`config.mk`:
```
export PLATFORM = sky130hd
export DESIGN_NAME = adder_acc_pipe_flat
export DESIGN_NICKNAME = d
export VERILOG_FILES = /design/src/rtl/adder_acc_pipe_if.sv /design/src/rtl/adder_acc_pipe.sv /design/src/flat_wrapper.sv
export SDC_FILE = /design/constraint.sdc
export NUM_CORES = 1
export LEC_CHECK = 0
export CAP_MARGIN = 20
export CORE_MARGIN = 2
export CORE_UTILIZATION = 49
export CTS_CLUSTER_DIAMETER = 40
export CTS_CLUSTER_SIZE = 25
export DETAILED_ROUTE_END_ITERATION = 8
export GPL_TIMING_DRIVEN = 0
export PLACE_DENSITY_LB_ADDON = 0.2
export SYNTH_ARGS = -nofsm -noshare
export SYNTH_HDL_FRONTEND = slang
export SYNTH_SLANG_ARGS = --single-unit
```
`constraint.sdc`:
```
create_clock -name clk -period 3.3 [get_ports clk]
set_input_delay 0.495 -clock clk [delete_from_list [all_inputs] [get_ports clk]]
set_output_delay 0.495 -clock clk [all_outputs]
set_load 0.02 [all_outputs]
```
`src/rtl/adder_acc_pipe_if.sv`:
```
// Operand/result bundle for adder_acc_pipe: input beat side plus result side.
// slave  : the adder's view (takes beats and out_ready, drives in_ready/results).
// master : the producer/consumer view (drives beats and out_ready).
interface adder_acc_pipe_if #(
  parameter int NOPS = 4,
  parameter int W    = 8,
  parameter int SW   = 12
);
  logic              in_valid;
  logic              in_ready;
  logic [NOPS*W-1:0] ops;
  logic              cin;
  logic              in_acc;
  logic              in_clr;
  logic              out_valid;
  logic              out_ready;
  logic [SW-1:0]     sum;
  logic              sum_zero;
  logic              ovf;

  modport slave (
    input  in_valid, ops, cin, in_acc, in_clr, out_ready,
    output in_ready, out_valid, sum, sum_zero, ovf
  );

  modport master (
    output in_valid, ops, cin, in_acc, in_clr, out_ready,
    input  in_ready, out_valid, sum, sum_zero, ovf
  );
endinterface

```
`src/rtl/adder_acc_pipe.sv`:
```
// Pipelined NOPS-operand adder with carry-in, optional running accumulate, zero and sticky overflow flags.
// Latency 2 cycles (S1 pair sums, S2 result register); throughput 1 beat per cycle.
// Backpressure: whole pipeline stalls while out_valid && !out_ready; in_ready = !out_valid || out_ready.
//
// Ports: clk, rst_n (async active-low); bus (adder_acc_pipe_if.slave) carries
//   in_valid/in_ready/ops/cin/in_acc/in_clr on the input side and
//   out_valid/out_ready/sum/sum_zero/ovf on the result side.
// Build option: define ADDER_ACC_SAT_EN to saturate sum/accumulator at 2^SW-1
//   on accumulate overflow instead of wrapping modulo 2^SW.
module adder_acc_pipe #(
  parameter int NOPS = 4,   // even, >= 2
  parameter int W    = 8,
  parameter int SW   = 12   // >= W + clog2(NOPS) + 1
) (
  input  logic               clk,
  input  logic               rst_n,
  adder_acc_pipe_if.slave    bus
);
  localparam int NP = NOPS / 2;

  logic adv;

  // S1: pair sums and beat flags
  logic                s1_vld_q, s1_vld_d;
  logic                s1_acc_q, s1_acc_d;
  logic                s1_clr_q, s1_clr_d;
  logic [NP-1:0][W:0]  s1_pair_q, s1_pair_d;

  // S2: output register plus accumulator state
  logic                out_vld_q, out_vld_d;
  logic [SW-1:0]       sum_q, sum_d;
  logic                sum_zero_q, sum_zero_d;
  logic                ovf_q, ovf_d;
  logic [SW-1:0]       acc_q, acc_d;
  logic                ovf_acc_q, ovf_acc_d;   // sticky overflow of the current accumulation

  logic [SW-1:0]       beat_sum;
  logic [SW:0]         full;

  assign adv           = !out_vld_q || bus.out_ready;
  assign bus.in_ready  = adv;
  assign bus.out_valid = out_vld_q;
  assign bus.sum       = sum_q;
  assign bus.sum_zero  = sum_zero_q;
  assign bus.ovf       = ovf_q;

  // S1 next state: only an accepted beat loads data; a bubble just clears the valid.
  always_comb begin
    s1_vld_d  = s1_vld_q;
    s1_acc_d  = s1_acc_q;
    s1_clr_d  = s1_clr_q;
    s1_pair_d = s1_pair_q;
    if (adv) begin
      s1_vld_d = bus.in_valid;
      if (bus.in_valid) begin
        s1_acc_d = bus.in_acc;
        // clear has no meaning outside an accumulate beat, so drop it here
        s1_clr_d = bus.in_acc & bus.in_clr;
        for (int i = 0; i < NP; i++) begin
          s1_pair_d[i] = {1'b0, bus.ops[2*i*W +: W]} + {1'b0, bus.ops[(2*i+1)*W +: W]};
        end
        s1_pair_d[0] = s1_pair_d[0] + {{W{1'b0}}, bus.cin};
      end
    end
  end

  // Beat sum: pair sums zero-extended to SW bits; SW is sized so this never overflows.
  always_comb begin
    beat_sum = '0;
    for (int i = 0; i < NP; i++) begin
      beat_sum = beat_sum + {{(SW-W-1){1'b0}}, s1_pair_q[i]};
    end
  end

  // One extra bit catches the accumulate carry-out.
  assign full = {1'b0, acc_q} + {1'b0, beat_sum};

  // S2 next state: result selection and accumulator update for the beat leaving S1.
  always_comb begin
    out_vld_d  = out_vld_q;
    sum_d      = sum_q;
    sum_zero_d = sum_zero_q;
    ovf_d      = ovf_q;
    acc_d      = acc_q;
    ovf_acc_d  = ovf_acc_q;
    if (adv) begin
      out_vld_d = s1_vld_q;
      if (s1_vld_q) begin
        if (!s1_acc_q) begin
          // plain add: accumulator and its sticky bit untouched
          sum_d = beat_sum;
          ovf_d = 1'b0;
        end else if (s1_clr_q) begin
          sum_d     = beat_sum;
          acc_d     = beat_sum;
          ovf_acc_d = 1'b0;
          ovf_d     = 1'b0;
        end else begin
`ifdef ADDER_ACC_SAT_EN
          sum_d = full[SW] ? {SW{1'b1}} : full[SW-1:0];
`else
          sum_d = full[SW-1:0];
`endif
          acc_d     = sum_d;
          ovf_acc_d = ovf_acc_q | full[SW];
          ovf_d     = ovf_acc_d;
        end
        sum_zero_d = (sum_d == '0);
      end
    end
  end

  always_ff @(posedge clk or negedge rst_n) begin
    if (!rst_n) begin
      s1_vld_q   <= 1'b0;
      s1_acc_q   <= 1'b0;
      s1_clr_q   <= 1'b0;
      s1_pair_q  <= '0;
      out_vld_q  <= 1'b0;
      sum_q      <= '0;
      sum_zero_q <= 1'b0;
      ovf_q      <= 1'b0;
      acc_q      <= '0;
      ovf_acc_q  <= 1'b0;
    end else begin
      s1_vld_q   <= s1_vld_d;
      s1_acc_q   <= s1_acc_d;
      s1_clr_q   <= s1_clr_d;
      s1_pair_q  <= s1_pair_d;
      out_vld_q  <= out_vld_d;
      sum_q      <= sum_d;
      sum_zero_q <= sum_zero_d;
      ovf_q      <= ovf_d;
      acc_q      <= acc_d;
      ovf_acc_q  <= ovf_acc_d;
    end
  end
endmodule
```
`src/flat_wrapper.sv`:
```
// flat-port wrapper written by rule: the top's interface ports become plain ports
module adder_acc_pipe_flat 
#(
  parameter int NOPS = 4,                
  parameter int W    = 8,
  parameter int SW   = 12                            
)
  (clk, rst_n, bus_in_valid, bus_ops, bus_cin, bus_in_acc, bus_in_clr, bus_out_ready, bus_in_ready, bus_out_valid, bus_sum, bus_sum_zero, bus_ovf);
  adder_acc_pipe_if #(.NOPS(NOPS), .W(W), .SW(SW)) bus_i ();
  input  logic clk;
  input  logic rst_n;
  input wire logic [$bits(bus_i.in_valid)-1:0] bus_in_valid;
  input wire logic [$bits(bus_i.ops)-1:0] bus_ops;
  input wire logic [$bits(bus_i.cin)-1:0] bus_cin;
  input wire logic [$bits(bus_i.in_acc)-1:0] bus_in_acc;
  input wire logic [$bits(bus_i.in_clr)-1:0] bus_in_clr;
  input wire logic [$bits(bus_i.out_ready)-1:0] bus_out_ready;
  output wire logic [$bits(bus_i.in_ready)-1:0] bus_in_ready;
  output wire logic [$bits(bus_i.out_valid)-1:0] bus_out_valid;
  output wire logic [$bits(bus_i.sum)-1:0] bus_sum;
  output wire logic [$bits(bus_i.sum_zero)-1:0] bus_sum_zero;
  output wire logic [$bits(bus_i.ovf)-1:0] bus_ovf;
  assign bus_i.in_valid = bus_in_valid;
  assign bus_i.ops = bus_ops;
  assign bus_i.cin = bus_cin;
  assign bus_i.in_acc = bus_in_acc;
  assign bus_i.in_clr = bus_in_clr;
  assign bus_i.out_ready = bus_out_ready;
  assign bus_in_ready = bus_i.in_ready;
  assign bus_out_valid = bus_i.out_valid;
  assign bus_sum = bus_i.sum;
  assign bus_sum_zero = bus_i.sum_zero;
  assign bus_ovf = bus_i.ovf;
  adder_acc_pipe #(.NOPS(NOPS), .W(W), .SW(SW)) u_core (.clk(clk), .rst_n(rst_n), .bus(bus_i));
endmodule
```
==> Flow_metrics.wiki <==
{| class="wikitable"
! Metric !! Value
|-
| Sum Neg Setup Slack || -0.4601 ns
|-
| Setup WS post-layout || -0.1431 ns
|-
| Overall die height || 89.10 µm
|-
| Headroom to the max-slew limit || 54.68%
|-
| Overall power consumption || 4413 µW
|-
| Core outline area || 7137 µm²
|-
| Worst hold path class || in -> async
|-
| Post-layout nets || 555
|-
| Number of distinct library cells after synthesis || 50
|-
| Worst Path Required || 3.53 ns
|-
| Signed area change from the synthesized netlist to the final layout || 29.97%
|-
| Fraction of final layout cells sized beyond drive strength 1 || 14.05%
|-
| Worst Max-Slew Pin Slew || 0.6798 ns
|-
| Layer with the highest usage || met2
|-
| Remaining Overflow, GRT || 0
|-
| Prevailing post-synth register cell || sky130_fd_sc_hd__dfrtp_1
|-
| Post-layout util || 64.62%
|-
| Clock latency reported for the late side of the worst-skew pair || 0.31 ns
|-
| Portion of synthesized cell area occupied by the leading cell type || 34.56%
|-
| Unrepaired setup endpoints after global routing || yes
|-
| CP max FO || 4
|-
| Startpoint Class || flop
|-
| Detailed-route DRC error count || 0
|-
| Peak Freq || 290.4 MHz
|-
| Post-synthesis async set-or-reset flop share || 100.0%
|-
| Sink Count || 49
|-
| Global routing usage on met3 || 2.862%
|-
| Total CTS buffers || 5
|-
| Cts-stage hold buffer count || 0
|-
| Number of warning messages in the yosys log || 0
|-
| Post-layout minimum cycle time || 3.443 ns
|-
| Antenna violations before repair || 0
|-
| Crit Path Category || reg -> reg
|-
| Internal power || 2417 µW
|-
| VDD IR-drop max || 0.0003625 V
|-
| Total placed cells including tap cells || 551
|-
| Failing checks || negative setup slack
|-
| Critical Path Source || u_core.s1_pair_q[0]
|-
| Number of maximum-capacitance constraint violations || 0
|-
| Leakage dissipation || 0.002123 µW
|-
| Sequential group share of total power || 20.9%
|-
| Status || finished with violations
|-
| Via density per instance || 5.488
|-
| Horiz. Die Dim || 89.10 µm
|-
| Net count of the mapped netlist || 476
|-
| Combinational fraction of design power || 70.8%
|-
| Wirelength per Cell || 14.10 µm
|-
| Pin count of the biggest net entering global routing || 29
|-
| Cell Pwr Density || 956.8 nW/µm²
|-
| Placement-stage worst setup slack || -0.4695 ns
|-
| Number of I/O port buffers || 54
|-
| Final Wtd Congestion || 0.8791
|-
| DRT iter0 DRCs || 148
|-
| Half-perimeter wire length of the detailed placement result || 6118 µm
|-
| Die outline area || 7938 µm²
|-
| Initial Util || 49.72%
|-
| Post-route ant nets || 0
|-
| Critical path capture point type || flop
|-
| Number of standard cells after synthesis || 397
|-
| Clock root buffer master || sky130_fd_sc_hd__clkbuf_8
|-
| Final setup skew || 0.009688 ns
|-
| Clock transition at the registers of the reported paths || 0.10 ns
|-
| Num rows || 31
|-
| Yosys top cell by area || sky130_fd_sc_hd__dfrtp_1
|-
| Final worst-path cycle share || 104.3%
|-
| First-pass GRT wire length || 13500 µm
|-
| Num ports || 55
|-
| Number of buffers between clock root and the deepest sink || 2
|-
| Final setup violation count || 6
|-
| Post-Syn Area per Cell || 8.938 µm²
|-
| Max Slew Vio Count || 0
|-
| Number of levels in the clock H-tree || 2
|-
| Met2 layer usage reported by global route || 39.33%
|-
| Detailed-route via count || 3161
|-
| Startpoint of the worst-slack reg-to-reg timing path || u_core.s1_pair_q[0]
|-
| Netlist area before placement || 3548 µm²
|-
| Worst EP arrival || 3.67 ns
|-
| Register bit count reported by yosys || 49
|-
| Number of synthesized flops with an enable pin || 0
|-
| Final number of hold-violating endpoints || 0
|-
| Wire length after detailed routing || 8122 µm
|-
| Clock tree from TritonCTS || built
|-
| Largest cells by area after synthesis || sky130_fd_sc_hd__dfrtp_1 (35%), sky130_fd_sc_hd__ha_1 (12%), sky130_fd_sc_hd__o21ai_0 (6.3%)
|-
| Detailed-router iteration count before antenna repair || 5
|-
| Switching part of the total power || 45.24%
|-
| Clock power share || 8.3%
|-
| Total global-route track usage || 21.35%
|-
| Sequential cell area fraction in the yosys report || 34.56%
|-
| Switching power || 1996 µW
|-
| Non-filler cells, final || 576
|-
| M1 GR Usage || 26.49%
|-
| Via count of the first global-routing pass || 2980
|-
| N_diodes || 0
|}
-- final timing paths --
check,endpoint,slack [ns],cells past startpoint
setup / recovery,u_core.bus.sum_zero,-0.14,16
hold / removal,u_core.acc_q[1],0.14,1
setup reg to reg,u_core.bus.sum_zero,-0.14,16
hold reg to reg,u_core.bus.sum[3],0.48,2
max in group asynchronous,u_core.s1_acc_q,2.62,2
min in group clk,u_core.bus.sum[3],0.48,2
-- sequential cells by signal, summed over array words and instances, names as in the netlist --
signal and cells:
u_core.s1_acc_q 1, u_core.s1_clr_q 1, u_core.s1_pair_q 18, u_core.bus.sum_zero 1
u_core.bus.out_valid 1, u_core.ovf_acc_q 1, u_core.bus.sum 12, u_core.acc_q 12
u_core.s1_vld_q 1, u_core.bus.ovf 1
-- power by group through the flow --
stage,registers [µW],clock network (µW),logic [µW]
detailed placement,926,0,2460
global route,947,404,3440
global placement,921,0,2430
finish,922,368,3120
CTS,917,375,2750
floorplan,995,0,1770
-- through the flow --
stage	instance area, µm²	hold WS, ns
finish	4612	0.1445
global route	4612	0.1638
CTS	4479	0.1554
detailed placement	4233	0.4691
global placement	4218	0.4585
floorplan	3553	0.1994
-- worst max-delay path, cell delays in order, from the launching register on --
cell	delay, ns
sky130_fd_sc_hd__dfrtp_1	0.38
sky130_fd_sc_hd__ha_2	0.19
sky130_fd_sc_hd__inv_2	0.04
sky130_fd_sc_hd__fa_2	0.34
sky130_fd_sc_hd__nand2b_4	0.16
sky130_fd_sc_hd__a211oi_4	0.22
sky130_fd_sc_hd__o21a_1	0.17
sky130_fd_sc_hd__nor2_2	0.06
sky130_fd_sc_hd__xnor2_2	0.17
sky130_fd_sc_hd__ha_4	0.20
sky130_fd_sc_hd__nor4_2	0.23
sky130_fd_sc_hd__o21ai_1	0.13
sky130_fd_sc_hd__a221oi_2	0.38
sky130_fd_sc_hd__o21ai_1	0.14
sky130_fd_sc_hd__xnor2_1	0.24
sky130_fd_sc_hd__nor2_1	0.09
sky130_fd_sc_hd__o31ai_2	0.21
-- area by class of cell --
| cell class | count | area [µm²] |
|---|---|---|
| fillers | 629 | 2525 |
| multi-input cells | 308 | 2316 |
| flip-flops and latches | 49 | 1226 |
| repair buffers | 72 | 690.7 |
| well taps | 99 | 123.9 |
| inverters | 24 | 90.09 |
| plain buffers | 16 | 75.07 |
| clock buffers | 5 | 68.82 |
| clock inverters | 3 | 21.27 |
-- layout by cell type (no fill, tap or decap), types with 3 or more instances in the layout --
master | netlist | layout
sky130_fd_sc_hd__buf_6 | 1 | 3
sky130_fd_sc_hd__nand2_1 | 50 | 50
sky130_fd_sc_hd__o21ai_2 | 0 | 3
sky130_fd_sc_hd__or4_1 | 4 | 4
sky130_fd_sc_hd__o21ai_1 | 8 | 8
sky130_fd_sc_hd__o31ai_1 | 6 | 6
sky130_fd_sc_hd__o21ai_0 | 45 | 41
sky130_fd_sc_hd__dfrtp_1 | 49 | 49
sky130_fd_sc_hd__inv_1 | 24 | 22
sky130_fd_sc_hd__clkbuf_1 | 12 | 12
sky130_fd_sc_hd__nand2b_1 | 5 | 4
sky130_fd_sc_hd__nand3_1 | 3 | 3
sky130_fd_sc_hd__nor3_1 | 5 | 4
sky130_fd_sc_hd__a21o_1 | 13 | 13
sky130_fd_sc_hd__a31oi_1 | 3 | 3
sky130_fd_sc_hd__xnor2_1 | 15 | 11
sky130_fd_sc_hd__buf_4 | 2 | 17
sky130_fd_sc_hd__nor2_1 | 20 | 18
sky130_fd_sc_hd__o21a_1 | 3 | 3
sky130_fd_sc_hd__a21oi_1 | 23 | 22
sky130_fd_sc_hd__clkbuf_8 | 0 | 5
sky130_fd_sc_hd__clkdlybuf4s50_1 | 0 | 53
sky130_fd_sc_hd__ha_1 | 35 | 32
sky130_fd_sc_hd__xnor2_2 | 0 | 4
sky130_fd_sc_hd__fa_1 | 5 | 4
sky130_fd_sc_hd__mux2i_1 | 11 | 10
sky130_fd_sc_hd__o21bai_1 | 4 | 3
sky130_fd_sc_hd__a211oi_1 | 5 | 3
sky130_fd_sc_hd__mux2_2 | 5 | 5
sky130_fd_sc_hd__xor2_1 | 8 | 8
-- kinds of logic after synthesis --
| kind of cell | count (synthesis) | share of synthesized area, % |
|---|---|---|
| AO/OA/AOI/OAI | 122 | 21.05 |
| XOR/XNOR | 23 | 5.677 |
| adder cells (fa/ha/maj) | 40 | 15.16 |
| buffers and inverters | 40 | 4.654 |
| flip-flops | 49 | 34.56 |
| multiplexers | 16 | 4.690 |
| AND/OR/NAND/NOR | 107 | 14.21 |
-- cell usage after synthesis (all sizes together) (2+ instances only) --
| master | instances |
|---|---|
| nor4 | 4 |
| a21o | 13 |
| and3 | 2 |
| nand4 | 2 |
| o21bai | 4 |
| nor4b | 2 |
| xor2 | 8 |
| a21boi | 2 |
| buf | 4 |
| mux2i | 11 |
| a211oi | 5 |
| nor2b | 3 |
| nor3 | 5 |
| nand3 | 3 |
| nor3b | 2 |
| clkbuf | 12 |
| nor2 | 20 |
| a31oi | 3 |
| o21a | 3 |
| ha | 35 |
| o31ai | 7 |
| fa | 5 |
| xnor2 | 15 |
| dfrtp | 49 |
| o21ai | 53 |
| nand2b | 5 |
| inv | 24 |
| mux2 | 5 |
| or4 | 4 |
| a21oi | 23 |
| nand2 | 51 |
-- repair_timing --
item	CTS	global route
hold endpoints to repair	0	0
buffers inserted	11	6
pin swaps	13	14
endpoints found under the setup margin	9	12
gates resized for setup	15	21
-- per-layer routing --
layer  wire [µm]  vias to the layer above
met1        3523                     1501
met3         292                       12
li1            -                     1564
met5           0                        -
met4         108                        0
met2        4198                       84
Power figures use the tool's default switching activity.
